`src/rtl/perceptron_trainer.sv`:
```
// Perceptron trainer: stores a labelled data set loaded over valid/ready and trains
// a saturating signed weight vector plus bias, one multiply-accumulate per cycle.
module perceptron_trainer #(
  parameter int N_DIM      = 2,
  parameter int N_SAMPLES  = 4,
  parameter int DW         = 8,
  parameter int WW         = 16,
  parameter int MAX_EPOCHS = 15
) (
  input  logic                              clk,
  input  logic                              rst_n,
  input  logic                              load_valid,
  output logic                              load_ready,
  input  logic signed [DW-1:0]              load_data,
  input  logic                              load_label,
  input  logic                              load_clr,
  input  logic                              start,
  output logic                              busy,
  output logic                              done,
  output logic                              converged,
  output logic [$clog2(MAX_EPOCHS+1)-1:0]   epochs,
  input  logic [$clog2(N_DIM+1)-1:0]        w_sel,
  output logic signed [WW-1:0]              w_out
);

  localparam int DEPTH = N_SAMPLES * N_DIM;
  localparam int MIW   = (DEPTH > 1) ? $clog2(DEPTH) : 1;
  localparam int SIW   = (N_SAMPLES > 1) ? $clog2(N_SAMPLES) : 1;
  localparam int KW    = $clog2(N_DIM + 1);
  localparam int EW    = $clog2(MAX_EPOCHS + 1);
  localparam int PW    = DW + WW;
  localparam int AW    = DW + WW + KW + 1;
  localparam int XW    = ((DW > WW) ? DW : WW) + 2;

  localparam logic signed [XW-1:0] SAT_MAX = {{(XW-WW+1){1'b0}}, {(WW-1){1'b1}}};
  localparam logic signed [XW-1:0] SAT_MIN = {{(XW-WW+1){1'b1}}, {(WW-1){1'b0}}};

  // state   | meaning
  // S_IDLE  | loading samples, waiting for start
  // S_MAC   | N_DIM+1 cycles: acc = w.x + bias
  // S_DECIDE| compare prediction with label
  // S_UPDATE| N_DIM+1 cycles: w += / -= x, bias += / -= 1
  // S_DONE  | one-cycle done pulse
  typedef enum logic [2:0] {S_IDLE, S_MAC, S_DECIDE, S_UPDATE, S_DONE} state_t;

  state_t                r_state;
  logic                  r_full;
  logic [KW-1:0]         r_ld_f;
  logic [SIW-1:0]        r_ld_s;
  logic signed [DW-1:0]  r_mem [0:DEPTH-1];
  logic                  r_lab [0:N_SAMPLES-1];
  logic signed [WW-1:0]  r_w   [0:N_DIM];
  logic signed [AW-1:0]  r_acc;
  logic [KW-1:0]         r_k;
  logic [SIW-1:0]        r_sidx;
  logic                  r_err;
  logic [EW-1:0]         r_epochs;
  logic                  r_conv;
  logic                  r_busy;
  logic                  r_done;

  function automatic logic [MIW-1:0] f_addr(input logic [SIW-1:0] s, input logic [KW-1:0] f);
    return MIW'(s) * MIW'(N_DIM) + MIW'(f);
  endfunction

  function automatic logic signed [WW-1:0] f_sat(input logic signed [XW-1:0] v);
    if (v > SAT_MAX)      return WW'(SAT_MAX);
    else if (v < SAT_MIN) return WW'(SAT_MIN);
    else                  return v[WW-1:0];
  endfunction

  logic                  w_ld_hs;
  logic                  w_ld_last_f;
  logic                  w_ld_last_s;
  logic                  w_k_last;
  logic [KW-1:0]         w_kc;
  logic signed [DW-1:0]  w_x;
  logic signed [WW-1:0]  w_wk;
  logic signed [PW-1:0]  w_prod;
  logic signed [AW-1:0]  w_term;
  logic                  w_pos;
  logic                  w_lab;
  logic signed [XW-1:0]  w_upd_x;
  logic signed [XW-1:0]  w_upd_sum;
  logic signed [WW-1:0]  w_upd_sat;
  logic                  w_sample_end;
  logic                  w_last_sample;
  logic [EW-1:0]         w_ep_inc;

  assign load_ready  = (r_state == S_IDLE) && !r_full;
  assign w_ld_hs     = load_valid && load_ready && !load_clr;
  assign w_ld_last_f = (r_ld_f == KW'(N_DIM - 1));
  assign w_ld_last_s = (r_ld_s == SIW'(N_SAMPLES - 1));

  // Index N_DIM addresses the bias, whose implicit feature is 1.
  assign w_k_last  = (r_k == KW'(N_DIM));
  assign w_kc      = w_k_last ? '0 : r_k;
  assign w_x       = r_mem[f_addr(r_sidx, w_kc)];
  assign w_wk      = r_w[r_k];
  assign w_prod    = PW'(w_wk) * PW'(w_x);
  assign w_term    = w_k_last ? AW'(w_wk) : AW'(w_prod);
  assign w_pos     = !r_acc[AW-1] && (r_acc != '0);
  assign w_lab     = r_lab[r_sidx];
  assign w_upd_x   = w_k_last ? XW'(1) : XW'(w_x);
  assign w_upd_sum = w_lab ? (XW'(w_wk) + w_upd_x) : (XW'(w_wk) - w_upd_x);
  assign w_upd_sat = f_sat(w_upd_sum);

  assign w_sample_end  = ((r_state == S_DECIDE) && (w_pos == w_lab)) ||
                         ((r_state == S_UPDATE) && w_k_last);
  assign w_last_sample = (r_sidx == SIW'(N_SAMPLES - 1));
  assign w_ep_inc      = r_epochs + EW'(1);

  assign busy      = r_busy;
  assign done      = r_done;
  assign converged = r_conv;
  assign epochs    = r_epochs;
  assign w_out     = (w_sel <= KW'(N_DIM)) ? r_w[w_sel] : '0;

  always_ff @(posedge clk) begin
    if (w_ld_hs) begin
      r_mem[f_addr(r_ld_s, r_ld_f)] <= load_data;
      if (w_ld_last_f) r_lab[r_ld_s] <= load_label;
    end
  end

  always_ff @(posedge clk) begin
    if (!rst_n) begin
      r_state  <= S_IDLE;
      r_full   <= 1'b0;
      r_ld_f   <= '0;
      r_ld_s   <= '0;
      for (int i = 0; i <= N_DIM; i++) r_w[i] <= '0;
      r_acc    <= '0;
      r_k      <= '0;
      r_sidx   <= '0;
      r_err    <= 1'b0;
      r_epochs <= '0;
      r_conv   <= 1'b0;
      r_busy   <= 1'b0;
      r_done   <= 1'b0;
    end else begin
      r_done <= 1'b0;
      case (r_state)
        S_IDLE: begin
          if (load_clr) begin
            r_full <= 1'b0;
            r_ld_f <= '0;
            r_ld_s <= '0;
          end else if (w_ld_hs) begin
            if (w_ld_last_f) begin
              r_ld_f <= '0;
              if (w_ld_last_s) begin
                r_full <= 1'b1;
                r_ld_s <= '0;
              end else begin
                r_ld_s <= r_ld_s + SIW'(1);
              end
            end else begin
              r_ld_f <= r_ld_f + KW'(1);
            end
          end
          if (start && r_full && !load_clr) begin
            for (int i = 0; i <= N_DIM; i++) r_w[i] <= '0;
            r_epochs <= '0;
            r_conv   <= 1'b0;
            r_err    <= 1'b0;
            r_sidx   <= '0;
            r_k      <= '0;
            r_busy   <= 1'b1;
            r_state  <= S_MAC;
          end
        end
        S_MAC: begin
          r_acc <= (r_k == '0) ? w_term : (r_acc + w_term);
          if (w_k_last) begin
            r_k     <= '0;
            r_state <= S_DECIDE;
          end else begin
            r_k <= r_k + KW'(1);
          end
        end
        S_DECIDE: begin
          if (w_pos != w_lab) begin
            r_err   <= 1'b1;
            r_k     <= '0;
            r_state <= S_UPDATE;
          end
        end
        S_UPDATE: begin
          r_w[r_k] <= w_upd_sat;
          if (!w_k_last) r_k <= r_k + KW'(1);
        end
        S_DONE: begin
          r_busy  <= 1'b0;
          r_state <= S_IDLE;
        end
        default: r_state <= S_IDLE;
      endcase

      // Sample completion overrides the per-state next-state choice above.
      if (w_sample_end) begin
        r_k <= '0;
        if (w_last_sample) begin
          r_epochs <= w_ep_inc;
          r_sidx   <= '0;
          if (!r_err) begin
            r_conv  <= 1'b1;
            r_done  <= 1'b1;
            r_state <= S_DONE;
          end else if (w_ep_inc == EW'(MAX_EPOCHS)) begin
            r_done  <= 1'b1;
            r_state <= S_DONE;
          end else begin
            r_err   <= 1'b0;
            r_state <= S_MAC;
          end
        end else begin
          r_sidx  <= r_sidx + SIW'(1);
          r_state <= S_MAC;
        end
      end
    end
  end

endmodule

```
`config.mk`:
```
export PLATFORM = sky130hd
export DESIGN_NAME = perceptron_trainer
export DESIGN_NICKNAME = d
export VERILOG_FILES = /design/src/rtl/perceptron_trainer.sv
export SDC_FILE = /design/constraint.sdc
export NUM_CORES = 1
export LEC_CHECK = 0
export BUFFER_PORTS_ARGS = -buffer_cell sky130_fd_sc_hd__buf_2
export CORE_MARGIN = 4
export CORE_UTILIZATION = 28
export CTS_BUF_LIST = sky130_fd_sc_hd__clkbuf_8 sky130_fd_sc_hd__clkbuf_16
export CTS_CLUSTER_SIZE = 8
export DETAILED_ROUTE_END_ITERATION = 6
export PLACE_DENSITY = 0.43
export SLEW_MARGIN = 25
export SYNTH_ARGS = -nofsm -noshare
export SYNTH_HDL_FRONTEND = slang
export SYNTH_SLANG_ARGS = --single-unit
```
`constraint.sdc`:
```
create_clock -name clk -period 8.01 [get_ports clk]
set_clock_uncertainty 0.15 [all_clocks]
set_input_delay 0.4005 -clock clk [delete_from_list [all_inputs] [get_ports clk]]
set_output_delay 0.4005 -clock clk [all_outputs]
set_load 0.03 [all_outputs]
```
# Yosys cells after proc, flatten, opt, wreduce, memory -nomap -nowiden
# Memory sizes are Yosys's and may differ from the RTL's. A register that Yosys moved wholly into a read port is not among the register bits.
# Index checks and enable logic that the tools add are counted.
[word_totals] reg_bits=47 ramBits=116 out_inout_bits=24 mem_count=3
[memory_table] name="r_mem" words=8 word_bits=8 read_ports=1 rd_clocked_by_memory_dff=0 write_ports=1 line_no="50" rtl="logic signed [DW-1:0] r_mem [0:DEPTH-1];"
[memory_table] name="r_w" words=3 word_bits=16 read_ports=2 rd_clocked_by_memory_dff=1 write_ports=3 line_no="52" rtl="logic signed [WW-1:0] r_w [0:N_DIM];"
[memory_table] name="r_lab" words=4 word_bits=1 read_ports=1 rd_clocked_by_memory_dff=1 write_ports=1 line_no="51" rtl="logic r_lab [0:N_SAMPLES-1];"
[op_classes] addsub=10 mul=1 order_cmp=3 eq_ne=18 mux=78 bitwise_logic=4 n_reduce_logical=32
[op_table] cell="2-to-1 mux 16 bit" n=7
[op_table] cell="2-to-1 mux 27 bit" n=2
[op_table] cell="2-to-1 mux 2 bit" n=20
[op_table] cell="2-to-1 mux 18 bit" n=2
[op_table] cell="2-to-1 mux 1 bit" n=32
[op_table] cell="adder 27 bit" n=1
[op_table] cell="nonzero test 27 bit" n=1
[op_table] cell="multiplier 16 x 8 -> 24 bit" n=1
[op_table] cell="2-to-1 mux 3 bit" n=7
[op_table] cell="adder 16 x 18 -> 18 bit" n=1
[op_table] cell="> comparator 18 x 16 -> 1 bit, second input constant" n=1
[op_table] cell="less-than comparator 18 x 16 -> 1 bit, second input constant" n=1
[op_table] cell="subtractor 16 x 18 -> 18 bit" n=1
[op_table] cell="2-to-1 mux 4 bit" n=4
[op_table] cell="OR reduction 16 bit" n=1
[op_table] cell="case mux 3 bit (4 select lines)" n=1
[op_table] cell="AND reduction 4 bit" n=3
[op_table] cell="nonzero test 2 bit" n=6
[op_table] cell="adder 2 x 1 -> 2 bit, second input constant" n=4
[op_table] cell="logical AND 1 bit" n=8
[op_table] cell="case mux 2 bit (4 select lines)" n=1
[op_table] cell="adder 3 x 2 -> 3 bit" n=2
[op_table] cell="equality test 2 bit, second input constant" n=3
[op_table] cell="equality test 3 x 2 -> 1 bit, second input constant" n=2
[op_table] cell="23 further kinds" n=34

# Longest topological paths before layout
# An unclocked memory read counts as a cell.
[logic_depth] ltp_word=11 depth_mapped=36 ltp_nobuf=33

# Worst setup path after synthesis
# OpenSTA, ideal clock, no wires.
[synth_timing] kind="register -> register" from="register r_k[0]" to="register r_acc[26]" setup_ns=0.125 arrival_time_ns=8.063 required_time_ns=7.735 path_slack_ns=-0.328 stages_incl_launch_ff=36 synth_period_minus_slack_ns=8.338 cell_sequence="dfxtp_1 inv_1 ha_1 buf_2 nor2b_1 mux4_2 mux2i_1 clkbuf_1 buf_1 nor2_1 ha_1 fa_1 ha_1 inv_1 fa_1 inv_1 ha_1 fa_1 a21o_1 a21oi_1 o21bai_1 a21oi_1 o21bai_1 a21oi_1 xor2_1 o21ai_0 ha_1 and3_1 nand2_1 o31a_1 a211oi_1 nor3_1 o31ai_1 a31o_2 o21bai_1 nand3_1"
[synth_between] elab_chain_cells=8
[synth_lines] item="from (decl)" line_no="54" rtl="logic [KW-1:0] r_k;"
[synth_lines] item="from (signal assigned)" line_no="179" rtl="r_k <= r_k + KW'(1);"
[synth_lines] item="from (signal assigned)" line_no="191" rtl="if (!w_k_last) r_k <= r_k + KW'(1);"
[synth_lines] item="equality test 2 bit" line_no="96" rtl="assign w_k_last = (r_k == KW'(N_DIM));"
[synth_lines] item="2-to-1 mux 2 bit" line_no="97" rtl="assign w_kc = w_k_last ? '0 : r_k;"
[synth_lines] item="adder 3 x 2 -> 3 bit" line_no="63" rtl="return MIW'(s) * MIW'(N_DIM) + MIW'(f);"
[synth_lines] item="memory (8 x 8 bit)"
[synth_lines] item="multiplier 16 x 8 -> 24 bit" line_no="100" rtl="assign w_prod = PW'(w_wk) * PW'(w_x);"
[synth_lines] item="2-to-1 mux 27 bit" line_no="101" rtl="assign w_term = w_k_last ? AW'(w_wk) : AW'(w_prod);"
[synth_lines] item="adder 27 bit" line_no="174" rtl="r_acc <= (r_k == '0) ? w_term : (r_acc + w_term);"
[synth_lines] item="2-to-1 mux 27 bit *" line_no="174"
[synth_lines] item="to (signal assigned)" line_no="174"
[synth_lines] item="to (decl)" line_no="53" rtl="logic signed [AW-1:0] r_acc;"
# Mark *: on every way between the ends. The rest lies on a longest branch, timed or not.
# A chain may end at the register's enable or synchronous reset.

# Final worst setup path
# Same ends and word-level chain as after synthesis.

==> flow_metrics.env <==
export IMPL_detail_route_antenna_nets=0
export IMPL_setup_viol=0
export IMPL_synth_warnings=0
export IMPL_grt_usage=0.153
export IMPL_dp_cells=2486
export IMPL_fillers=5595
export IMPL_nNetsFinal=2022
export IMPL_synth_edf_count=132
export IMPL_die_w_um=243
export IMPL_start_util=0.285
export IMPL_hpwl_mm=33.9
export IMPL_grt_max_degree=40
export IMPL_slew_violations=0
export IMPL_fmax_ghz=0.130
export IMPL_dp_slack_ns=-0.204
export IMPL_yosys_area_top_type="edfxtp_1"
export IMPL_critPathMaxStageDelay_ns=0.52
export IMPL_path_clk_slew_ns=0.08
export IMPL_p_leak_nw=8.05
export IMPL_critical_path_class="flip-flop to flip-flop"
export IMPL_ys_ff_latch=183
export IMPL_slew_headroom=0.372
export IMPL_fin_tns_setup_ns=0
export IMPL_clk_latency_ns=0.48
export IMPL_hold_class="input pin to flip-flop"
export IMPL_critPathRequiredTime_ns=8.28
export IMPL_antenna_found_initial=0
export IMPL_coreArea_mm2=0.0543
export IMPL_p_total_mw=4.05
export IMPL_die_y_um=243
export IMPL_arrival_ns=7.98
export IMPL_grt_pass1_vias=12442
export IMPL_drc=0
export IMPL_grt_pass1_wl_mm=70.7
export IMPL_synth_cell_types=70
export IMPL_worstSetupEndpointType="flip-flop"
export IMPL_grt_remaining_overflow=0
export IMPL_rrSetupSlack_ns=0.31
export IMPL_synth_main_ff_cell="edfxtp_1"
export IMPL_drt_total_wl_mm=44.7
export IMPL_reg2reg_depth=36
export IMPL_critPathMaxFanout=5
export IMPL_final_common_cell="nor2_1"
export IMPL_maxCapViolations=0
export IMPL_cts_root_buf="clkbuf_16"
export IMPL_numCtsBuffers=17
export IMPL_multi_input_area_mm2=0.0100
export IMPL_finalHoldViolations=0
export IMPL_synthCells=1628
export IMPL_synth_nets=1859
export IMPL_io_buffers=39
export IMPL_n_antenna_cell=0
export IMPL_first_pass_iters=5
export IMPL_synth_area_mm2=0.0155
export IMPL_crit_slowest_cell="fa_1"
export IMPL_clockBufferDepth=2
export IMPL_whs_endpoint="r_mem[4][1]"
export IMPL_final_core_util=0.348
export IMPL_hp_start="load_data[1]"
export IMPL_finalNonFillerCells=2542
export IMPL_cts_htree_levels=4
export IMPL_status="finished clean"
export IMPL_crit_top_cell="fa_1"
export IMPL_ir_worst_vdd_mv=0.114
export IMPL_period_share=0.962
export IMPL_vias=12147
export IMPL_synth_area_top_cells="edfxtp_1, fa_1, ha_1"
export IMPL_io_pin_count=40
export IMPL_fin_crit_ns=7.70
export IMPL_globalplace_congestion=0.856
export IMPL_drt_iter0_drc=622
export IMPL_startpoint_type="flip-flop"
export IMPL_synth_top_area_frac=0.256
export IMPL_r2r_start="r_k[0]"
export IMPL_reg2reg_to="r_acc[26]"
export IMPL_layout_common_cells="nor2_1, inv_1, buf_4"
export IMPL_syn_to_final_growth_pct=21.9
export IMPL_hold_path_depth=1
export IMPL_tightest_slew_ns=0.940
export IMPL_postSynthAreaPerCell_um2=9.52
export IMPL_clock_sinks=183
export IMPL_die_area_mm2=0.0592
export IMPL_drive_gt1_frac=0.212
export IMPL_wl_per_cell_um=17.6
export IMPL_num_rows=85
export IMPL_async_reset_ff_frac=0
export IMPL_seqCellArea_mm2=0.00499
export IMPL_power_per_cell_area_mw_per_mm2=214
export IMPL_setup_slack_ns=0.308
export IMPL_viasPerCell=4.78
export IMPL_cts_tree="yes"
export IMPL_ys_seq_area_frac=0.322
## what timing repair did
| item | 4_1_cts | 5_1_grt |
|---|---|---|
| setup endpoints to repair | 6 | 12 |
| endpoints found under the hold margin | 8 | 0 |
| pin swaps | 1 | 68 |
| gates cloned | 0 | 1 |
| resized for setup | 11 | 97 |
| hold buffers | 2 | 0 |
| setup buffers | 0 | 22 |
## per-layer routing
metal / up-vias / wire (µm) / global-route usage
met3: 41 / 1580 / 0.0287
met2: 172 / 21700 / 0.256
met4: 0 / 814 / 0.0416
met1: 5986 / 20700 / 0.203
li1: 5948 / - / -
met5: - / 0 / 0
## sequential cells by signal, summed over array words and instances (netlist names), 2 cells and up, named ones only
name	flops
r_mem	64
r_state	3
r_ld_s	2
r_k	2
r_acc	27
r_ld_f	2
epochs	4
r_sidx	2
r_w	64
r_lab	4
## cell families after synthesis
kind of cell	Yosys count	synth area share
XOR/XNOR	62	0.0350
AO/OA/AOI/OAI	360	0.143
buffers and inverters	257	0.0639
AND/OR/NAND/NOR	467	0.138
adder cells (fa/ha/maj)	215	0.224
multiplexers	84	0.0738
flip-flops	183	0.322
## report_power, final
| part | internal (mW) | leakage (nW) | switching (mW) | total (mW) |
|---|---|---|---|---|
| registers | 1.03 | 1.64 | 0.00805 | 1.04 |
| clock network | 0.462 | 0.294 | 0.408 | 0.870 |
| logic | 1.02 | 6.12 | 1.12 | 2.14 |
## worst max path at each step
stage | depth (start not counted) | from | endpoint | slack, ns
after global placement | 35 | r_k[0] | r_acc[26] | -0.13
after floorplan | 34 | r_k[0] | r_acc[26] | 0.0006
final | 36 | r_k[0] | r_acc[26] | 0.31
after detailed placement | 35 | r_k[0] | r_acc[26] | -0.20
after CTS | 33 | r_k[0] | r_acc[25] | 0.002
after global routing | 35 | r_k[0] | r_acc[25] | -0.05
## cells in the mapped netlist (all sizes together) (19+ instances only)
| library cell | instances |
|---|---|
| a21o | 32 |
| a21oi | 91 |
| clkbuf | 52 |
| dfxtp | 51 |
| edfxtp | 132 |
| fa | 105 |
| ha | 110 |
| inv | 190 |
| mux2 | 19 |
| mux2i | 44 |
| mux4 | 21 |
| nand2 | 111 |
| nand2b | 34 |
| nor2 | 195 |
| nor2b | 21 |
| nor3 | 26 |
| o21ai | 127 |
| xnor2 | 34 |
| xor2 | 28 |
## metrics by stage
step                      hold slack [ns]  cell area, µm²
after floorplan                     0.289           15500
after global routing               0.0306           18900
final                              0.0499           18900
after detailed placement            0.309           17600
after global placement              0.307           17600
after CTS                         0.00152           18200
## critical path: cells and delay by family, from the launching register on
family / cells / cell delay (ns)
DFF: 1 / 0.37
muxes: 2 / 0.47
xor gates and xnor gates: 1 / 0.18
AOI/OAI and AO/OA: 13 / 1.96
and+or+nand+nor: 5 / 0.93
adders and majority gates: 8 / 2.84
buffers and inverters: 7 / 0.71
## final cells by class
class	count	area share
Clock buffer	17	0.0225
Sequential cell	183	0.264
Clock inverter	14	0.00821
Multi-Input combinational cell	1188	0.531
Tap cell	739	0.0490
Inverter	191	0.0381
Timing Repair Buffer	210	0.0874
Power figures use the tool's default switching activity.
